<file path="config.mk">
export PLATFORM = sky130hd
export DESIGN_NAME = btn_debounce_pulse
export DESIGN_NICKNAME = d
export VERILOG_FILES = /design/src/rtl/btn_debounce_pulse.sv
export SDC_FILE = /design/constraint.sdc
export NUM_CORES = 1
export LEC_CHECK = 0
export ABC_AREA = 1
export BUFFER_PORTS_ARGS = -buffer_cell sky130_fd_sc_hd__buf_2
export CORE_MARGIN = 2
export CORE_UTILIZATION = 40
export CTS_CLUSTER_DIAMETER = 50
export DETAILED_ROUTE_END_ITERATION = 10
export PLACE_DENSITY = 0.55
export SYNTH_ARGS = -nofsm -noshare
export SYNTH_HDL_FRONTEND = slang
export SYNTH_SLANG_ARGS = --single-unit
</file>
<file path="constraint.sdc">
create_clock -name in_clk -period 1.6 [get_ports in_clk]
set_input_delay 0 -clock in_clk [delete_from_list [all_inputs] [get_ports in_clk]]
set_output_delay 0 -clock in_clk [all_outputs]
set_load 0.1 [all_outputs]
</file>
<file path="src/rtl/btn_debounce_pulse.sv">
// -----------------------------------------------------------------------------
// btn_debounce_pulse
//
// Purpose:
//   Debounces a raw mechanical push-button. The raw level is synchronized into
//   the clock domain, sampled once every TICK_DIV cycles, and a level change is
//   only accepted after STABLE_TICKS consecutive samples agree with it. Each
//   accepted change produces a one-cycle press or release pulse.
//
// Parameters:
//   TICK_DIV     - sample-tick period in in_clk cycles (2 .. 2^26)
//   STABLE_TICKS - consecutive agreeing samples needed to accept (2 .. 15)
//
// Ports:
//   in_clk      in   sole clock, all logic on the rising edge
//   rst         in   synchronous active-high reset
//   btn_in      in   raw asynchronous bouncing button level
//   btn_level   out  debounced (registered) button level
//   btn_press   out  one-cycle pulse on an accepted 0->1 change
//   btn_release out  one-cycle pulse on an accepted 1->0 change
//   sample_tick out  one-cycle strobe marking each sample instant
// -----------------------------------------------------------------------------
module btn_debounce_pulse #(
    parameter int TICK_DIV     = 250000,
    parameter int STABLE_TICKS = 4
) (
    input  logic in_clk,
    input  logic rst,
    input  logic btn_in,
    output logic btn_level,
    output logic btn_press,
    output logic btn_release,
    output logic sample_tick
);

    // FSM encoding
    localparam logic [1:0] LOW       = 2'd0;
    localparam logic [1:0] WAIT_HIGH = 2'd1;
    localparam logic [1:0] HIGH      = 2'd2;
    localparam logic [1:0] WAIT_LOW  = 2'd3;

    localparam logic [25:0] TICK_LAST   = 26'(TICK_DIV - 1);
    localparam logic [3:0]  STABLE_LAST = 4'(STABLE_TICKS - 1);

    logic        syncMeta_q;
    logic        syncBtn_q;
    logic [25:0] tickCnt_q;
    logic [25:0] tickCnt_d;
    logic        tick_q;
    logic [1:0]  state_q;
    logic [1:0]  state_d;
    logic [3:0]  stableCnt_q;
    logic [3:0]  stableCnt_d;
    logic        level_q;
    logic        level_d;
    logic        press_q;
    logic        press_d;
    logic        release_q;
    logic        release_d;

    // Two-flop synchronizer; only syncBtn_q is ever looked at downstream.
    always_ff @(posedge in_clk) begin
        if (rst) begin
            syncMeta_q <= 1'b0;
            syncBtn_q  <= 1'b0;
        end else begin
            syncMeta_q <= btn_in;
            syncBtn_q  <= syncMeta_q;
        end
    end

    // Free-running sample divider that wraps at TICK_DIV-1.
    always_comb begin
        tickCnt_d = tickCnt_q + 26'd1;
        if (tickCnt_q == TICK_LAST) begin
            tickCnt_d = '0;
        end
    end

    // The strobe is registered from the next count value so that it is high
    // exactly while the count sits at TICK_DIV-1, without a decode glitch.
    // It is used purely as a clock enable for the FSM below.
    always_ff @(posedge in_clk) begin
        if (rst) begin
            tickCnt_q <= '0;
            tick_q    <= 1'b0;
        end else begin
            tickCnt_q <= tickCnt_d;
            tick_q    <= (tickCnt_d == TICK_LAST);
        end
    end

    // Debounce FSM. The WAIT_* states count agreeing samples; any disagreeing
    // sample throws the partial count away and falls back to the stable state.
    // btn_level and the pulses are computed from the accepting transition so
    // they register on the same edge as the state change.
    always_comb begin
        state_d     = state_q;
        stableCnt_d = stableCnt_q;
        level_d     = level_q;
        press_d     = 1'b0;
        release_d   = 1'b0;
        if (tick_q) begin
            case (state_q)
                LOW: begin
                    if (syncBtn_q) begin
                        state_d     = WAIT_HIGH;
                        stableCnt_d = 4'd1;
                    end
                end
                WAIT_HIGH: begin
                    if (!syncBtn_q) begin
                        state_d     = LOW;
                        stableCnt_d = 4'd0;
                    end else if (stableCnt_q == STABLE_LAST) begin
                        state_d     = HIGH;
                        stableCnt_d = 4'd0;
                        level_d     = 1'b1;
                        press_d     = 1'b1;
                    end else begin
                        stableCnt_d = stableCnt_q + 4'd1;
                    end
                end
                HIGH: begin
                    if (!syncBtn_q) begin
                        state_d     = WAIT_LOW;
                        stableCnt_d = 4'd1;
                    end
                end
                WAIT_LOW: begin
                    if (syncBtn_q) begin
                        state_d     = HIGH;
                        stableCnt_d = 4'd0;
                    end else if (stableCnt_q == STABLE_LAST) begin
                        state_d     = LOW;
                        stableCnt_d = 4'd0;
                        level_d     = 1'b0;
                        release_d   = 1'b1;
                    end else begin
                        stableCnt_d = stableCnt_q + 4'd1;
                    end
                end
                default: begin
                    state_d     = LOW;
                    stableCnt_d = 4'd0;
                    level_d     = 1'b0;
                end
            endcase
        end
    end

    // Reset clears everything, which also truncates any pulse in flight and
    // forces a held button to be re-qualified from LOW.
    always_ff @(posedge in_clk) begin
        if (rst) begin
            state_q     <= LOW;
            stableCnt_q <= 4'd0;
            level_q     <= 1'b0;
            press_q     <= 1'b0;
            release_q   <= 1'b0;
        end else begin
            state_q     <= state_d;
            stableCnt_q <= stableCnt_d;
            level_q     <= level_d;
            press_q     <= press_d;
            release_q   <= release_d;
        end
    end

    assign btn_level   = level_q;
    assign btn_press   = press_q;
    assign btn_release = release_q;
    assign sample_tick = tick_q;

endmodule

</file>
# Word-level counts from Yosys, hierarchy flattened

Cells that the tools add are included.

Bits in latches: 0
Flip-flop bits (word level): 38
Word-level logic and storage cells: 56
ROM bits: 0
Bits in writable memories: 0
Memories: 0
Input port bits: 3

Add/subtract/negate cells: 2
Reductions and logical operators: 7
Multiplexer cells: 20
Equal/unequal tests: 14
Shift-type cells: 0
Div/mod/pow operators: 0
Bitwise operators: 4
Multipliers: 0
Order comparisons: 0

Operators with widths:

| operator                                                                | count |
|---|---|
| 26-bit by 18-bit equality test with 1-bit output, second input constant | 2 |
| 26-bit by 1-bit adder with 26-bit output, second input constant         | 1 |
| 26-bit 2-to-1 mux                                                       | 1 |
| 4-bit 2-to-1 mux                                                        | 5 |
| 4-bit one-hot mux with 4 select lines                                   | 1 |
| 2-bit 2-to-1 mux                                                        | 6 |
| 2-bit != test, second input constant                                    | 6 |
| 2-bit one-hot mux with 4 select lines                                   | 1 |
| 4-bit OR reduction                                                      | 2 |
| 3-bit != test, second input constant                                    | 2 |
| 6-bit AND reduction                                                     | 1 |
| 1-bit 2-to-1 mux                                                        | 5 |
| 5-bit AND reduction                                                     | 1 |
| 4-bit by 1-bit adder with 4-bit output, second input constant           | 1 |
| 2-bit equality test, second input constant                              | 2 |
| 4-bit by 2-bit equality test with 1-bit output, second input constant   | 1 |
| 1-bit inverter                                                          | 4 |
| 3-bit AND reduction                                                     | 1 |
| 2-bit by 1-bit equality test with 1-bit output, second input constant   | 1 |
| 2-bit logical NOT                                                       | 1 |
| 1-bit one-hot mux with 2 select lines                                   | 1 |
| 2-bit nonzero test                                                      | 1 |

# Longest topological paths before layout

Depth after elaboration: 4
Mapped depth: 13
Depth with buffers taken out: 13

# Least setup slack after synthesis

OpenSTA, ideal clock, no wires.

Kind: register to register
Start point: reg tick_q, in the netlist sample_tick
End point: reg stableCnt_q[2]
Library setup time: 0.095 ns
Cell stages (with the launch flop): 7
Arrival time: 1.641 ns
Clock period less this slack: 1.736 ns
Slack: -0.136 ns
Cell sequence: dfxtp_1 -> inv_1 -> nor2_1 -> inv_1 -> nand2_1 -> nand3_1 -> a221oi_1

Longest elaborated chain between the ends: 1

RTL lines:

| element                       | line | text |
|---|---|---|
| start, declared               | 49   | `logic tick_q;` |
| start signal, assigned        | 89   | `tick_q <= (tickCnt_d == TICK_LAST);` |
| 3-bit AND reduction (no line) | n/a  |  |
| end signal, assigned          | 163  | `stableCnt_q <= stableCnt_d;` |
| end, declared                 | 52   | `logic [3:0] stableCnt_q;` |

No other way between the ends.
A chain may end at the register's enable or synchronous reset.

# Worst setup path in the final report

Start point: reg tickCnt_q[0]
End point: reg tick_q, in the netlist sample_tick

Longest elaborated chain between the ends: 3
Elaborated cells on any way between the ends: 4
Classes of those cells: add/sub: 1; eq/ne: 2; mux: 1

RTL lines:

| element                                                                                                      | line   | text |
|---|---|---|
| start, declared                                                                                              | 47     | `logic [25:0] tickCnt_q;` |
| start signal, assigned                                                                                       | 88     | `tickCnt_q <= tickCnt_d;` |
| 26-bit by 1-bit adder with 26-bit output or 26-bit by 18-bit equality test with 1-bit output (tied branches) | 74, 75 |  |
| 26-bit 2-to-1 mux *                                                                                          | 75     | `if (tickCnt_q == TICK_LAST) begin` |
| 26-bit by 18-bit equality test with 1-bit output *                                                           | 89     |  |

Mark *: on every way between the ends. The rest lies on a longest branch, timed or not.

==> implementation parameters <==
Parameter                              Value

Routing
  Pre-antenna DRT Iters    4
  Routed via count    2266
  DRC Markers    0
  Total length of routed wires    5920 um
  Average via count per standard cell    ~4.7
  Detailed router's first-iteration violation count    177
  Wirelength per Cell    approximately 12 um
  Number of nets with antenna violations after routing    0

Setup path
  Kind of end point of the critical path    flip-flop
  Crit path launch type    flip-flop
  CP max-delay cell    sky130_fd_sc_hd__dfxtp_2
  Number of cell instances on the worst register-to-register path    12
  Arr. time, crit path    about 1.9 ns
  Worst R2R Start    tickCnt_q[0]
  Cells traversed along the worst timing path    ha_4 -> nand2_2 -> nor2_4 -> buf_12 -> nand2_8 -> o21bai_1 -> nand2_1 -> nor2_2 -> nand2_1 -> nor2_1 -> nand3_1 -> nor2_1
  Reg-to-reg setup timing slack    -0.05 ns
  Critical path start-end classification    flip-flop to flip-flop
  Data required time at the worst endpoint    1.84 ns
  Largest fanout on the critical path    8
  Endpoint of the worst register-to-register path    sample_tick
  Critical path's largest stage delay    0.36 ns

Die
  Row cnt    26
  Initial core utilization    41.9%
  Number of top-level pins    7
  Std-Cell Core Area    5140 sq um
  Die footprint    approximately 6000 sq um
  Floorplan die height    77.4 um
  Die X    just under 80 um

Clock network
  Clock buffer depth    2
  # H-tree levels    2
  Clock latency of the later-clocked register in the worst-skew pair    0.30 ns
  CTS root buf    sky130_fd_sc_hd__clkbuf_8
  Clock tree from TritonCTS    yes
  CTS sink count    38
  CTS buffer count    5
  Worst-path clk slew    0.08 ns

Yosys
  Share of synthesized flip-flops with an asynchronous set or reset    0%
  Number of enable-type register cells in the synthesized netlist    0
  Main combinational cell family by area after synthesis    simple AND/OR/NAND/NOR gates
  Xor and xnor fraction of the mapped netlist area    2.85%
  Cell count after synthesis    352
  Fraction of synthesized area in multiplexers    0%
  Register bit count reported by yosys    38
  Synth Net Count    357
  Count of synthesis-stage warnings from yosys    0
  Synthesized area divided by synthesized cell count    slightly above 6 sq um
  Fraction of the mapped netlist area in simple logic gates    between 40% and 50%
  Unique masters post-synth    24
  Register area share after synthesis    35.3%
  Main flop type after synthesis    sky130_fd_sc_hd__dfxtp_1
  Netlist Area Pre-Place    2150 sq um
  Area fraction in compound gates after synthesis    roughly 4.2%
  Adder-cell share of the synthesized area    1.16%

Timing
  Number of setup violations in the final report    1
  Final Hold Slack    0.0936 ns
  Worst slew margin    67.8%
  Setup ws final    -0.0475 ns
  Time the final worst path needs with I/O delays and setup    ~1.6 ns
  Unrepaired setup endpoints after global routing    yes
  Slew @ Worst Pin    0.486 ns
  Fin Clk Skew    0.00895 ns
  Number of hold violations in the final report    0
  Max-slew violation total from the final report    0
  Total Negative Setup Slacks    -0.0475 ns
  Final period util    103%
  Fmax    607 MHz

Global route
  Maximum number of pins on one net before global-route repair    25
  First-pass GRT wire length    10000 um
  Overflow left after global routing    0
  Tot GR Track Use    a little over a fifth
  Number of global-route vias before repair    2146
  Antenna violations before repair    0

Placed design
  Routability congestion estimate    ~0.97
  Half-perimeter wire length of the detailed placement result    4530 um
  Number of input and output port buffers inserted    6
  Placed Cells    463
  Placed Area    between 2000 and 3000 sq um
  Pre-CTS setup slack    -0.144 ns

Finish
  Layout Area Growth over Synthesis    34.8%
  Most common cell after layout, fill and taps aside    sky130_fd_sc_hd__nand2_1
  Number of nets in the layout    412
  Cell area after layout    between 2000 and 3000 sq um
  Final core occ    56.5%
  Filler instances    526
  Post-layout instance count excluding filler cells    478
  Total area of sequential cells    771 sq um
  Multi-input logic area    1350 sq um
  Most frequent cells in the layout    sky130_fd_sc_hd__nand2_1, sky130_fd_sc_hd__nor2_1, sky130_fd_sc_hd__inv_1
  Antenna diodes    0
  Fraction of layout cells with a size suffix above 1    27.0%

Power
  Power density normalized to cell area    about 610 nW/um^2
  Total power draw    1.76 mW
  Pleak    1.22 nW
  Max VDD drop    approximately 0.36 mV

Hold path
  Worst min-delay path endpoint    btn_level
  Hold Crit Class    input port to flip-flop
  Number of cells traversed by the worst hold path    4
  Hold path start    rst

Status
  Status    finished with violations
  Violated checks    negative setup slack

Job
  Maximum capacitance violations    0
## per-layer routing
layer | GRT usage, % | routed length (um) | vias to the layer above
met5 | 0 | 0 | -
li1 | - | - | 1206
met2 | 32.6 | 2660 | 35
met1 | 30.7 | 2920 | 1018
met4 | 5.89 | 74 | 0
met3 | 4.30 | 268 | 7
## area by class of cell
cell class | count | share of cell area [%]
clock buffer | 6 | 2.84
tap | 70 | 3.02
clock inverter | 2 | 0.431
timing repair buffer | 51 | 14.1
multi-input combinational | 262 | 46.4
inverter | 49 | 6.68
sequential | 38 | 26.6
## flip-flops by register name, summed over array words and instances (netlist names), named ones only
name and flops:
btn_press 1, btn_level 1, tickCnt_q 26, syncMeta_q 1, stableCnt_q 4, state_q 1
syncBtn_q 1, sample_tick 1, btn_release 1
## logic make-up (layout without fill, tap and decap cells)
kind of cell               after synthesis  in the layout
AOI/OAI and AO/OA                       17             17
xor gates and xnor gates                 7              7
adders and majority gates                2              2
buffers and inverters                   52            108
DFF                                     38             38
and+or+nand+nor                        236            236
## synth_stat cells (2+ instances only)
| cell type | number | share of area, % |
|---|---|---|
| sky130_fd_sc_hd__o21ai_0 | 7 | 1.6 |
| sky130_fd_sc_hd__clkinv_2 | 2 | 0.46 |
| sky130_fd_sc_hd__nand3_1 | 29 | 6.7 |
| sky130_fd_sc_hd__xor2_1 | 4 | 1.6 |
| sky130_fd_sc_hd__nor3_1 | 10 | 2.3 |
| sky130_fd_sc_hd__nand2_4 | 2 | 1.0 |
| sky130_fd_sc_hd__nor2_1 | 76 | 13 |
| sky130_fd_sc_hd__nand2_1 | 99 | 17 |
| sky130_fd_sc_hd__nand4_1 | 7 | 2.0 |
| sky130_fd_sc_hd__inv_1 | 47 | 8.2 |
| sky130_fd_sc_hd__dfxtp_1 | 38 | 35 |
| sky130_fd_sc_hd__xnor2_1 | 3 | 1.2 |
| sky130_fd_sc_hd__nor2_2 | 3 | 0.87 |
| sky130_fd_sc_hd__ha_1 | 2 | 1.2 |
| sky130_fd_sc_hd__a21oi_1 | 8 | 1.9 |
| sky130_fd_sc_hd__clkbuf_1 | 3 | 0.52 |
| sky130_fd_sc_hd__nand2_2 | 3 | 0.87 |
| sky130_fd_sc_hd__nor2_4 | 3 | 1.6 |
## how the worst max path moves through the flow
| stage | start | slack [ns] | cells after the start | endpoint |
|---|---|---|---|---|
| 6_report | tickCnt_q[0] | -0.05 | 12 | sample_tick |
| 2_1_floorplan | tickCnt_q[0] | 0.08 | 11 | sample_tick |
| 3_3_place_gp | tickCnt_q[0] | -0.10 | 11 | sample_tick |
| 4_1_cts | tickCnt_q[1] | -0.05 | 14 | sample_tick |
| 3_5_place_dp | tickCnt_q[0] | -0.14 | 11 | sample_tick |
| 5_1_grt | tickCnt_q[0] | -0.20 | 11 | sample_tick |
## power by group
group | total (mW) | internal (mW) | switching [mW]
clock network | 0.712 | 0.346 | 0.366
logic | 0.0870 | 0.0419 | 0.0451
registers | 0.962 | 0.954 | 0.00775
## worst max-delay path: cells and delay by family, from the launching register on
family,cells,cell delay [ns]
simple gates,9,0.78
fa+ha+maj,1,0.15
buf+inv,1,0.15
compound gates,1,0.14
flops,1,0.36
## repair_timing
item                                    CTS  global route
hold buffers                              1             0
endpoints found under the hold margin     1             0
pin swaps                                 6            19
endpoints found under the setup margin   10            11
resized for setup                        19            30
buffers inserted                          2             4
No activity file was read; power rests on OpenSTA's default activity.
